`config.mk`:
```
export PLATFORM = sky130hd
export DESIGN_NAME = bmm150_ctrl
export DESIGN_NICKNAME = d
export VERILOG_FILES = /design/src/rtl/bmm150_pkg.sv /design/src/rtl/bmm150_delay_timer.sv /design/src/rtl/bmm150_ctrl.sv
export SDC_FILE = /design/constraint.sdc
export NUM_CORES = 1
export LEC_CHECK = 0
export ABC_AREA = 0
export ABC_CLOCK_PERIOD_IN_PS = 5200
export CAP_MARGIN = 20
export CORE_MARGIN = 2
export CORE_UTILIZATION = 35
export DETAILED_ROUTE_END_ITERATION = 7
export GPL_TIMING_DRIVEN = 0
export PLACE_DENSITY = 0.67
export SETUP_SLACK_MARGIN = 0.2
export SYNTH_ARGS = -nofsm -noshare
export SYNTH_HDL_FRONTEND = slang
export SYNTH_SLANG_ARGS = --single-unit
```
`constraint.sdc`:
```
create_clock -name clk -period 5.2 [get_ports clk]
set_input_delay 0.52 -clock clk [delete_from_list [all_inputs] [get_ports clk]]
set_output_delay 0.52 -clock clk [all_outputs]
set_load 0.05 [all_outputs]
```
`src/rtl/bmm150_pkg.sv`:
```
// rtl/bmm150_pkg.sv - BMM150 register map, sequencer states and overflow codes
package bmm150_pkg;

    localparam logic [6:0] REG_CHIP_ID    = 7'h40;
    localparam logic [6:0] REG_DATA_X_LSB = 7'h42;
    localparam logic [6:0] REG_PWR        = 7'h4B;
    localparam logic [6:0] REG_OPMODE     = 7'h4C;
    localparam logic [6:0] REG_REPXY      = 7'h51;
    localparam logic [6:0] REG_REPZ       = 7'h52;

    // Raw bit patterns the sensor reports on axis overflow (-4096 / -16384)
    localparam logic [12:0] XY_OVF_CODE = 13'h1000;
    localparam logic [14:0] Z_OVF_CODE  = 15'h4000;

    typedef enum logic [3:0] {
        S_IDLE,
        S_PWR_ON,
        S_PWR_WAIT,
        S_ID_RD,
        S_ID_CHK,
        S_WR_REPXY,
        S_WR_REPZ,
        S_WR_OPM,
        S_SMP_WAIT,
        S_BURST,
        S_PARSE,
        S_ERR
    } state_t;

endpackage

```
`src/rtl/bmm150_delay_timer.sv`:
```
// rtl/bmm150_delay_timer.sv - loadable down-counter, expired while the count is zero
module bmm150_delay_timer #(
    parameter int W = 8
) (
    input  logic         clk,
    input  logic         rst_n,
    input  logic         i_load,
    input  logic [W-1:0] i_val,
    output logic         o_expired
);

    logic [W-1:0] r_cnt;

    always_ff @(posedge clk or negedge rst_n) begin
        if (!rst_n) begin
            r_cnt <= '0;
        end else if (i_load) begin
            r_cnt <= i_val;
        end else if (r_cnt != '0) begin
            r_cnt <= r_cnt - 1'b1;
        end
    end

    assign o_expired = (r_cnt == '0);

endmodule

```
`src/rtl/bmm150_ctrl.sv`:
```
// rtl/bmm150_ctrl.sv - BMM150 power-up/config sequencer and periodic burst-read parser
module bmm150_ctrl #(
    parameter int         CLK_HZ     = 50_000_000,
    parameter int         POWERUP_US = 3000,
    parameter int         SAMPLE_HZ  = 10,
    parameter logic [7:0] CHIP_ID    = 8'h32,
    parameter logic [2:0] ODR_CODE   = 3'b000,
    parameter logic [7:0] REPXY      = 8'h04,
    parameter logic [7:0] REPZ       = 8'h07
) (
    input  logic               clk,
    input  logic               rst_n,
    input  logic               enable,
    output logic               spi_enable,
    output logic               spi_start,
    output logic               spi_burst,
    output logic               spi_rw,
    output logic [6:0]         spi_addr,
    output logic [7:0]         spi_wdata,
    input  logic [7:0]         spi_rdata,
    input  logic [63:0]        spi_bdata,
    input  logic               spi_busy,
    input  logic               spi_done,
    output logic               init_done,
    output logic               id_err,
    output logic [7:0]         chip_id,
    output logic signed [12:0] mag_x,
    output logic signed [12:0] mag_y,
    output logic signed [14:0] mag_z,
    output logic [13:0]        rhall,
    output logic               ovf,
    output logic               drdy,
    output logic               data_valid
);
    import bmm150_pkg::*;

    localparam int N_PWR = (CLK_HZ / 1_000_000) * POWERUP_US;
    localparam int N_SMP = CLK_HZ / SAMPLE_HZ;
    localparam int N_MAX = (N_PWR > N_SMP) ? N_PWR : N_SMP;
    localparam int TW    = (N_MAX > 1) ? $clog2(N_MAX) : 1;
    localparam logic [TW-1:0] PWR_LOAD = TW'(N_PWR - 1);
    localparam logic [TW-1:0] SMP_LOAD = TW'(N_SMP - 1);

    state_t        r_state, w_state_nxt;
    logic          r_issued, r_spi_enable, r_spi_start, r_spi_burst, r_spi_rw;
    logic [6:0]    r_spi_addr;
    logic [7:0]    r_spi_wdata, r_chip_id;
    logic [63:0]   r_bdata;
    logic          r_init_done, r_id_err, r_ovf, r_drdy, r_data_valid;
    logic [12:0]   r_mag_x, r_mag_y;
    logic [14:0]   r_mag_z;
    logic [13:0]   r_rhall;

    logic          w_is_op, w_op_rw, w_op_burst, w_issue, w_op_done;
    logic [6:0]    w_op_addr;
    logic [7:0]    w_op_wdata;
    logic          w_tmr_load, w_tmr_exp;
    logic [TW-1:0] w_tmr_val;
    logic [12:0]   w_x, w_y;
    logic [14:0]   w_z;
    logic [13:0]   w_rh;

    bmm150_delay_timer #(.W(TW)) u_timer (
        .clk       (clk),
        .rst_n     (rst_n),
        .i_load    (w_tmr_load),
        .i_val     (w_tmr_val),
        .o_expired (w_tmr_exp)
    );

    always_ff @(posedge clk or negedge rst_n) begin
        if (!rst_n) begin
            r_state <= S_IDLE;
        end else begin
            r_state <= w_state_nxt;
        end
    end

    always_comb begin
        w_is_op    = 1'b1;
        w_op_rw    = 1'b0;
        w_op_burst = 1'b0;
        w_op_addr  = REG_PWR;
        w_op_wdata = 8'h00;
        case (r_state)
            S_PWR_ON:   w_op_wdata = 8'h01;
            S_ID_RD:    begin w_op_rw = 1'b1; w_op_addr = REG_CHIP_ID; end
            S_WR_REPXY: begin w_op_addr = REG_REPXY; w_op_wdata = REPXY; end
            S_WR_REPZ:  begin w_op_addr = REG_REPZ; w_op_wdata = REPZ; end
            S_WR_OPM:   begin w_op_addr = REG_OPMODE; w_op_wdata = {2'b00, ODR_CODE, 3'b000}; end
            S_BURST:    begin w_op_rw = 1'b1; w_op_burst = 1'b1; w_op_addr = REG_DATA_X_LSB; end
            default:    w_is_op = 1'b0;
        endcase

        // Issue only into a fully idle master so a lingering done is never mistaken for ours
        w_issue   = enable && w_is_op && !r_issued && !spi_busy && !spi_done;
        w_op_done = enable && w_is_op && r_issued && spi_done;

        w_state_nxt = r_state;
        if (!enable) begin
            w_state_nxt = S_IDLE;
        end else begin
            case (r_state)
                S_IDLE:     w_state_nxt = S_PWR_ON;
                S_PWR_ON:   if (w_op_done) w_state_nxt = S_PWR_WAIT;
                S_PWR_WAIT: if (w_tmr_exp) w_state_nxt = S_ID_RD;
                S_ID_RD:    if (w_op_done) w_state_nxt = S_ID_CHK;
                S_ID_CHK:   w_state_nxt = (r_chip_id == CHIP_ID) ? S_WR_REPXY : S_ERR;
                S_WR_REPXY: if (w_op_done) w_state_nxt = S_WR_REPZ;
                S_WR_REPZ:  if (w_op_done) w_state_nxt = S_WR_OPM;
                S_WR_OPM:   if (w_op_done) w_state_nxt = S_SMP_WAIT;
                S_SMP_WAIT: if (w_tmr_exp) w_state_nxt = S_BURST;
                S_BURST:    if (w_op_done) w_state_nxt = S_PARSE;
                S_PARSE:    w_state_nxt = S_SMP_WAIT;
                S_ERR:      if (w_tmr_exp) w_state_nxt = S_PWR_ON;
                default:    w_state_nxt = S_IDLE;
            endcase
        end

        w_tmr_load = (w_state_nxt != r_state) &&
                     (w_state_nxt == S_PWR_WAIT || w_state_nxt == S_SMP_WAIT || w_state_nxt == S_ERR);
        w_tmr_val  = (w_state_nxt == S_PWR_WAIT) ? PWR_LOAD : SMP_LOAD;
    end

    // Byte b(n) sits at bdata[63-8n -: 8]
    assign w_x  = {r_bdata[55:48], r_bdata[63:59]};
    assign w_y  = {r_bdata[39:32], r_bdata[47:43]};
    assign w_z  = {r_bdata[23:16], r_bdata[31:25]};
    assign w_rh = {r_bdata[7:0],   r_bdata[15:10]};

    always_ff @(posedge clk or negedge rst_n) begin
        if (!rst_n) begin
            r_issued     <= 1'b0;
            r_spi_enable <= 1'b0;
            r_spi_start  <= 1'b0;
            r_spi_burst  <= 1'b0;
            r_spi_rw     <= 1'b1;
            r_spi_addr   <= '0;
            r_spi_wdata  <= '0;
            r_bdata      <= '0;
            r_chip_id    <= '0;
            r_init_done  <= 1'b0;
            r_id_err     <= 1'b0;
            r_mag_x      <= '0;
            r_mag_y      <= '0;
            r_mag_z      <= '0;
            r_rhall      <= '0;
            r_ovf        <= 1'b0;
            r_drdy       <= 1'b0;
            r_data_valid <= 1'b0;
        end else begin
            r_spi_enable <= enable;
            r_spi_start  <= w_issue;
            r_data_valid <= 1'b0;
            if (w_issue) begin
                r_issued    <= 1'b1;
                r_spi_addr  <= w_op_addr;
                r_spi_rw    <= w_op_rw;
                r_spi_wdata <= w_op_wdata;
                r_spi_burst <= w_op_burst;
            end
            if (w_op_done || !enable) begin
                r_issued <= 1'b0;
            end
            if (!enable) begin
                r_init_done <= 1'b0;
            end
            if (w_op_done && r_state == S_ID_RD) begin
                r_chip_id <= spi_rdata;
            end
            if (w_op_done && r_state == S_BURST) begin
                r_bdata <= spi_bdata;
            end
            if (r_state == S_ID_CHK && w_state_nxt == S_ERR) begin
                r_id_err <= 1'b1;
            end
            if (w_op_done && r_state == S_WR_OPM) begin
                r_id_err    <= 1'b0;
                r_init_done <= 1'b1;
            end
            if (enable && r_state == S_PARSE) begin
                r_mag_x      <= w_x;
                r_mag_y      <= w_y;
                r_mag_z      <= w_z;
                r_rhall      <= w_rh;
                r_drdy       <= r_bdata[8];
                r_ovf        <= (w_x == XY_OVF_CODE) || (w_y == XY_OVF_CODE) || (w_z == Z_OVF_CODE);
                r_data_valid <= 1'b1;
            end
        end
    end

    assign spi_enable = r_spi_enable;
    assign spi_start  = r_spi_start;
    assign spi_burst  = r_spi_burst;
    assign spi_rw     = r_spi_rw;
    assign spi_addr   = r_spi_addr;
    assign spi_wdata  = r_spi_wdata;
    assign init_done  = r_init_done;
    assign id_err     = r_id_err;
    assign chip_id    = r_chip_id;
    assign mag_x      = r_mag_x;
    assign mag_y      = r_mag_y;
    assign mag_z      = r_mag_z;
    assign rhall      = r_rhall;
    assign ovf        = r_ovf;
    assign drdy       = r_drdy;
    assign data_valid = r_data_valid;

endmodule

```
# Word level (Yosys, flattened, before mapping)
# Index checks and enable logic that the tools add are counted.
# W data, S select, Z words.
# totals
register_bits,179
out_inout_bits,87
# op_classes
n_addsub,1
eq_ne,20
muxes,27
n_reduce_logical,29
# op_table
cell,count
$mux W23,3
$pmux W4 S12,1
$mux W4,11
$eq A13 B13 Y1 const B,2
$pmux W5 S5,1
$eq A4 B4 Y1 const B,6
$logic_not A23 Y1,1
$reduce_bool A23 Y1,1
$sub A23 B1 Y23 const B,1
$eq A4 B3 Y1 const B,4
$eq A15 B15 Y1 const B,1
$eq A4 B2 Y1 const B,3
$logic_and A1 B1 Y1,12
$mux W1,10
$pmux W3 S3,1
$eq A8 B6 Y1 const B,1
$reduce_bool A2 Y1,3
$reduce_or A6 Y1,1
$logic_or A1 B1 Y1,5
$eq A4 B1 Y1 const B,1
$logic_not A1 Y1,4
$logic_not A4 Y1,1
$ne A4 B4 Y1,1
$ne A2 B1 Y1 const B,1
$reduce_or A2 Y1,1

# Longest topological paths before layout
# Gate-level depths: netlist of the first run.
# depth
word_depth,14
ltp_mapped,10

# Hierarchy
# From an unflattened synthesis of the first run, not the netlist that was laid out.
# hier_totals
cells_unflattened,668
hier_area_um2,7131.8
# modules_own_cells
module,instances,cells_per_inst,area_each_um2,seq_area_each_um2
bmm150_ctrl,1,531,5826.8,3554.7
bmm150_delay_timer,1,137,1305.0,575.6

# Worst setup path before layout of the first run
# OpenSTA, ideal clock, no wires.
# synth_timing
path_type,flip-flop to flip-flop
startpoint,"register r_chip_id[0], in the netlist chip_id[0]"
endpoint,register u_timer.r_cnt[17]
setup_ns,0.120
t_arrival_ns,2.768
t_required_ns,5.080
setup_slack_ns,2.312
path_stages_with_launch,8
period_less_slack_ns,2.888
path_cell_list,dfrtp_1 -> or4b_4 -> nor4_4 -> o22ai_1 -> a31o_1 -> or4b_4 -> a31o_4 -> a31o_2
# synth_between
elab_chain_len,9
# synth_rtl
element,line,source
from (decl),bmm150_ctrl.sv:47,"logic [7:0] r_spi_wdata, r_chip_id;"
from (signal assigned),bmm150_ctrl.sv:169,r_chip_id <= spi_rdata;
$eq A8 B6 Y1 *,bmm150_ctrl.sv:108,S_ID_CHK: w_state_nxt = (r_chip_id == CHIP_ID) ? S_WR_REPXY : S_ERR;
$mux W4 *,bmm150_ctrl.sv:108,
$pmux W4 S12 *,bmm150_ctrl.sv:103,case (r_state)
$mux W4 *,bmm150_ctrl.sv:100,if (!enable) begin
net w_state_nxt[3],bmm150_ctrl.sv:44,"state_t r_state, w_state_nxt;"
$eq A4 B2 Y1 / $eq A4 B4 Y1 (equally long branches),"bmm150_ctrl.sv:121, bmm150_ctrl.sv:122",
$logic_or A1 B1 Y1 (2 in a row),bmm150_ctrl.sv:121,(w_state_nxt == S_PWR_WAIT || w_state_nxt == S_SMP_WAIT || w_state_nxt == S_ERR);
$logic_and A1 B1 Y1,bmm150_ctrl.sv:120,w_tmr_load = (w_state_nxt != r_state) &&
$mux W23 / $reduce_bool A2 Y1 (equally long branches),-,
to (signal assigned),bmm150_delay_timer.sv:18,r_cnt <= i_val;
to (signal assigned),bmm150_delay_timer.sv:20,r_cnt <= r_cnt - 1'b1;
to (decl),bmm150_delay_timer.sv:12,logic [W-1:0] r_cnt;
# Mark *: on every way through the listed nets, which the timed path passes. The rest lies on a longest branch.
# A chain may end at the register's enable or synchronous reset.

# Worst setup path after layout of the first run
# layout_timing
startpoint,register u_timer.r_cnt[0]
endpoint,register u_timer.r_cnt[21]
# layout_between
elab_chain_len,9
# layout_rtl
element,line,source
$logic_not A23 Y1 *,bmm150_delay_timer.sv:24,assign o_expired = (r_cnt == '0);
$mux W4 (on tied branches),"bmm150_ctrl.sv:115, bmm150_ctrl.sv:106, bmm150_ctrl.sv:112",
$pmux W4 S12 *,bmm150_ctrl.sv:103,
$mux W4 *,bmm150_ctrl.sv:100,
net w_state_nxt[3],bmm150_ctrl.sv:44,
$eq A4 B2 Y1 / $eq A4 B4 Y1 (equally long branches),bmm150_ctrl.sv:121,
$logic_or A1 B1 Y1 (2 in a row),bmm150_ctrl.sv:121,
$logic_and A1 B1 Y1 *,bmm150_ctrl.sv:120,
$mux W23 / $reduce_bool A2 Y1 (equally long branches),-,
# Mark *: on every way through the listed nets, which the timed path passes. The rest lies on a longest branch. The select of a mux whose other input is x is not followed.

==> results of run 1 <==
worst max path at each step:
| stage | to | slack (ns) |
|---|---|---|
| floorplan | u_timer.r_cnt[17]$_DFFE_PN0P_ | 2.31 |
| global placement | r_issued$_DFFE_PN0P_ | -3.35 |
| finish | u_timer.r_cnt[21]$_DFFE_PN0P_ | 2.07 |
| detailed placement | u_timer.r_cnt[16]$_DFFE_PN0P_ | 1.68 |
| CTS | u_timer.r_cnt[21]$_DFFE_PN0P_ | 2.04 |
| global route | u_timer.r_cnt[13]$_DFFE_PN0P_ | 1.81 |
metrics by stage:
step | hold WS [ns] | TNS [ns] | utilization
final | 0.0233 | 0 | 0.487
after global routing | 0.0471 | 0 | 0.487
after CTS | 0.0273 | 0 | 0.487
after detailed placement | 0.449 | 0 | 0.456
after global placement | 0.441 | -548.54 | 0.454
after floorplan | 0.224 | 0 | -
layout by cell type (no fill, tap or decap), types with 5 or more instances in the layout:
| master | n |
|---|---|
| a21oi_1 | 7 |
| a22oi_1 | 5 |
| buf_4 | 6 |
| clkbuf_1 | 27 |
| clkbuf_16 | 17 |
| clkdlybuf4s50_1 | 148 |
| conb_1 | 6 |
| dfrtp_1 | 164 |
| inv_1 | 8 |
| mux2_2 | 64 |
| nand2_1 | 199 |
| nand2b_1 | 6 |
| nand4_1 | 5 |
| nor2_1 | 26 |
| nor3_1 | 13 |
| nor4_1 | 13 |
| o21ai_0 | 11 |
| o22ai_1 | 5 |
| o31ai_1 | 6 |
| xnor2_1 | 14 |
| xor2_1 | 6 |
routing by layer:
layer  up-vias  global-route usage  part of all wire
li1       2561                   -                 -
met1      2587               0.204              0.44
met2       140               0.256              0.46
met3        14              0.0724             0.091
met4         0              0.0554             0.013
met5         -                   0                 0
registers in the layout (all words and copies together), names as in the netlist, 6 cells and up:
| name | count |
|---|---|
| r_bdata | 56 |
| rhall | 14 |
| u_timer.r_cnt | 23 |
| spi_addr | 6 |
| mag_z | 15 |
| mag_y | 13 |
| mag_x | 13 |
| chip_id | 8 |
layout make-up:
class	count	area [um2]
Multi-Input combinational cell	449	2740
Buffer	36	168
Sequential cell	165	4130
Clock buffer	21	450
Tap cell	265	332
Fill cell	1819	10000
Inverter	8	30.0
Timing Repair Buffer	151	1530
Clock inverter	10	170
power breakdown:
part	leakage (uW)	switching [uW]	total (uW)	internal (uW)
registers	0.00219	62.9	1400	1340
clock network	0.000300	520	1340	821
logic	0.00194	126	251	125
critical path, cell delays in order (launching register included):
cell and delay, ns:
dfrtp_1 0.38, inv_1 0.09, ha_1 0.20, nor3b_1 0.39, nand4_2 0.27, o311a_1 0.39, a31o_1 0.23, or4b_4 0.54
a31oi_2 0.41, nor2_1 0.11
cell families after synthesis:
logic type	synth area share
buffers and inverters	0.0280
muxes	0.102
AOI/OAI and AO/OA	0.0639
adders and majority gates	0.00177
DFF	0.586
and+or+nand+nor	0.193
other	0.000532
xor gates and xnor gates	0.0248
==> impl_metrics.csv, run 1 <==
group,metric,value,unit
status,status,"finished clean",
yosys,synth_area_per_cell,10.8,um2
grt,grt_max_degree,107,
timing,worst_slack,2.07,ns
timing,setup_viol,0,
timing,min_period,3.13,ns
placed_design,gp_congestion,0.841,
grt,grt_overflow_total,0,
worst_setup_path,ff2ff_path_depth,9,
placed_design,pre_cts_ws,1.68,ns
grt,grt_pass1_wl,27900,um
yosys,synth_area,7050,um2
floorplanning,pin_count,164,
power_and_ir_drop,ir_worst_vdd,0.234,mV
detailed_routing,wirelength,16800,um
floorplanning,num_rows,51,
worst_setup_path,r2r_start,"u_timer.r_cnt[0]$_DFFE_PN0P_",
finish,fin_cells,1105,
worst_setup_path,timing.rr.end,"u_timer.r_cnt[21]$_DFFE_PN0P_",
yosys,synth_edf_count,0,
detailed_routing,vias_per_cell,4.80,
yosys,ys_seq_area_frac,0.586,
worst_setup_path,cp-end-kind,"register",
detailed_routing,wl_per_cell,15.2,um
yosys,synth_ff_type,"dfrtp_1",
yosys,synth_cell_types,58,
worst_setup_path,critical_path.startpoint,"u_timer.r_cnt[0]$_DFFE_PN0P_",
floorplanning,dieWidth,146,um
detailed_routing,ant_nets,0,
timing,hold_viol,0,
grt,antenna_found_initial,0,
clocking,cts_sinks,165,
clocking,cts_hold_buf,0,
worst_setup_path,critPathKind,"reg -> reg",
worst_setup_path,reg2reg_slack,2.07,ns
worst_setup_path,required,5.49,ns
clocking,cts-root-buf,"clkbuf_16",
timing,fin_crit_sh,0.602,
worst_setup_path,worst_setup_path_start_kind,"register",
clocking,clk-insertion-delay-late,0.43,ns
yosys,yosysMostFrequentCell,"nand2_1",
power_and_ir_drop,p_leak,0.00443,uW
finish,antenna_cells,0,
yosys,yosysWarnings,0,
floorplanning,start_util,0.360,
job,drv_cap,0,
placed_design,place_area,8930,um2
timing,max_slew_margin,0.345,
clocking,htreeDepth,4,
detailed_routing,dr.pass1.iters,4,
yosys,yosysTopAreaCell,"dfrtp_1",
min_path,hold_class,"in -> async",
floorplanning,die-area,21300,um2
yosys,syn_inst,653,
finish,nets,906,
finish,drive_gt1_frac,0.145,
detailed_routing,drt_iter0_markers,208,
finish,area_growth,35.5,%
power_and_ir_drop,p_total,2990,uW
worst_setup_path,cp_max_fo,7,
finish,fin_area,9550,um2
clocking,cts.repair.resized,0,
yosys,synth-seq-cells,165,
grt,grtUsageTotal,0.164,
timing,worst_pin_slew,0.974,ns
floorplanning,chipHeight,146,um
timing,fmax,320,MHz
clocking,post-cts-setup-buffer-count,0,
clocking,clock_path_buffers,2,
power_and_ir_drop,power_density,313,nW/um2
floorplanning,core,19600,um2
yosys,synth_area_leaders,"dfrtp_1, nand2_1, mux2_2",
detailed_routing,vias,5302,
timing,rsz0062_at_grt,"false",
clocking,clk_pin_slew,0.07,ns
placed_design,dp_hpwl,12000,um
yosys,yosysTopAreaCellShare,0.582,
clocking,cts_tree,"built",
placed_design,place_inst,1074,
yosys,synth_async_sr_flop_share,1.00,
yosys,synth.top_cells.by_count,"nand2_1, dfrtp_1, mux2_2",
placed_design,io_buffers,149,
grt,grt_pass1_vias,5334,
timing,slew_viol_final,0,
detailed_routing,drc,0,
clocking,numCtsBuffers,17,
timing,skew,0.0150,ns
worst_setup_path,crit_arrival,3.42,ns
Note: power is estimated with default switching activity, not from simulation.
==> run 2: changes to the inputs <==
Settings changed: ABC_CLOCK_PERIOD_IN_PS 5200 to 3000.
Clock period 5.2 ns to 3 ns, I/O delays scaled along.
==> run 2 against run 1 <==
Net effect: combinational power increased by 99%; sequential share of layout area decreased by 0.88 points; critical path depth unchanged; critical path type unchanged; critical endpoint is now u_timer.r_cnt[7]$_DFFE_PN0P_.
==> impl_metrics.csv, run 2 (synthesized netlist as in run 1, its figures left out) <==
group,metric,value,unit
power_and_ir_drop,share_comb_of_total_power,0.099,
power_and_ir_drop,power_frac_clock,0.420,
floorplanning,pin_count,164,
finish,antenna_cells,0,
worst_setup_path,cp-end-kind,"register",
placed_design,dp_hpwl,12100,um
timing,setup_viol,0,
timing,skew,0.00709,ns
detailed_routing,route.top_layer_used,"met4",
timing,max_slew_margin,0.298,
clocking,numCtsBuffers,17,
floorplanning,chipHeight,146,um
power_and_ir_drop,p_int,3740,uW
job,drv_cap,0,
clocking,cts_tree,"built",
detailed_routing,drt_iter0_markers,297,
timing,rsz0062_at_grt,"true",
clocking,cts-root-buf,"clkbuf_16",
worst_setup_path,cp_max_fo,8,
power_and_ir_drop,sw_frac_of_total,0.260,
floorplanning,die-area,21300,um2
clocking,clock_path_buffers,2,
grt,grt_max_degree,120,
timing,hold_viol,0,
detailed_routing,met1_length,7420,um
finish,fin_cells,1120,
detailed_routing,vias_per_cell,4.78,
worst_setup_path,r2r_start,"u_timer.r_cnt[1]$_DFFE_PN0P_",
status,status,"finished clean",
grt,grtUsageTotal,0.166,
clocking,cts_sinks,165,
floorplanning,num_rows,51,
power_and_ir_drop,power_density,518,nW/um2
grt,antenna_found_initial,0,
clocking,htreeDepth,4,
power_and_ir_drop,p_total,5050,uW
finish,nets,920,
min_path,hold_class,"in -> async",
finish,area_growth,38.4,%
timing,slew_viol_final,0,
finish,layout_commonest_cell,"nand2_1",
power_and_ir_drop,ir_worst_vdd,0.414,mV
grt,grt_overflow_total,0,
power_and_ir_drop,netSwitchingPower,1310,uW
floorplanning,dieWidth,146,um
timing,min_period,2.80,ns
detailed_routing,route.met2.wl,7970,um
worst_setup_path,required,3.31,ns
clocking,clk_pin_slew,0.06,ns
finish,drive_gt1_frac,0.195,
finish,top_register,"r_bdata",
worst_setup_path,worst_setup_path_start_kind,"register",
placed_design,place_inst,1074,
placed_design,pre_cts_ws,-0.301,ns
detailed_routing,drc,0,
finish,largest_register_ffs,56,
power_and_ir_drop,p_leak,0.00453,uW
detailed_routing,wl_per_cell,15.4,um
timing,worst_slack,0.198,ns
detailed_routing,dr_wl_met3,1530,um
grt,grt_pass1_wl,28300,um
detailed_routing,wirelength,17300,um
worst_setup_path,critPathKind,"reg -> reg",
worst_setup_path,crit_arrival,3.12,ns
detailed_routing,dr.pass1.iters,5,
placed_design,gp_congestion,0.840,
detailed_routing,vias,5354,
finish,final_cell_mix,"nand2_1, dfrtp_1, clkdlybuf4s50_1",
worst_setup_path,critical_path.startpoint,"u_timer.r_cnt[1]$_DFFE_PN0P_",
power_and_ir_drop,sequentialPowerShare,0.481,
timing,fmax,357,MHz
clocking,clk-insertion-delay-late,0.43,ns
timing,worst_pin_slew,1.04,ns
floorplanning,start_util,0.360,
grt,grt_pass1_vias,5530,
timing,fin_crit_sh,0.934,
floorplanning,core,19600,um2
placed_design,io_buffers,149,
detailed_routing,ant_nets,0,
## run 2: changes by cell type in the layout (fill, tap and decap cells not counted), sizes merged
cell / previous run / this run
buf: 15 / 27
bufinv: 4 / 1
clkbuf: 45 / 42
clkinv: 2 / 5
clkinvlp: 1 / 3
dlygate4sd3: 0 / 1
inv: 11 / 14
## run 2: per-layer routing
layer  up-vias  track usage
li1       2581            -
met1      2585        0.206
met2       164        0.261
met3        24       0.0683
met4         0       0.0613
met5         -            0
## run 2: final cells by class
cell class / count / area [um2]
Inverter: 8 / 30.0
Clock buffer: 17 / 425
Fill cell: 1805 / 9830
Sequential cell: 165 / 4140
Clock inverter: 15 / 145
Timing Repair Buffer: 165 / 1650
Multi-Input combinational cell: 449 / 2860
Buffer: 36 / 180
Tap cell: 265 / 332
## run 2: timing repair
item,in CTS,in global routing
setup endpoints to repair,63,93
gates cloned,0,1
gates resized for setup,11,28
endpoints found under the hold margin,45,0
hold buffers,1,0
pin swaps,3,9
setup buffers,5,6
## run 2: worst paths after layout
kind                                           endpoint  slack, ns  cells past startpoint
setup / recovery           u_timer.r_cnt[7]$_DFFE_PN0P_       0.20                      9
hold / removal                     mag_z[9]$_DFFE_PN0P_       0.35                      2
setup reg to reg           u_timer.r_cnt[7]$_DFFE_PN0P_       0.20                      9
hold reg to reg                   rhall[11]$_DFFE_PN0P_       0.46                      2
max in group asynchronous        chip_id[0]$_DFFE_PN0P_       1.71                      3
min in group clk                   spi_enable$_DFF_PN0_       0.40                      1
## run 2: power by group through the flow
stage,sequential [uW],clock (uW),combinational (uW)
floorplan,2500,0,187
global placement,2470,0,430
detailed placement,2470,0,443
CTS,2430,2180,455
global route,2440,2270,546
finish,2430,2120,499
## run 2: per-stage QoR
step	hold slack, ns	setup TNS, ns	area [um2]	util
floorplan	0.00441	0	7080	-
global placement	0.441	-881.46	8900	0.454
detailed placement	0.220	-7.15	8940	0.456
CTS	0.352	0	9610	0.491
global route	0.371	0	9760	0.498
finish	0.348	0	9760	0.498
## run 2: critical path: stages (launching register included)
cell     delay (ns)
dfrtp_1        0.39
inv_1          0.07
ha_2           0.19
nor3b_4        0.23
nand4_4        0.13
o311a_1        0.37
a31o_1         0.20
or4b_4         0.57
a31o_4         0.30
a31o_4         0.24
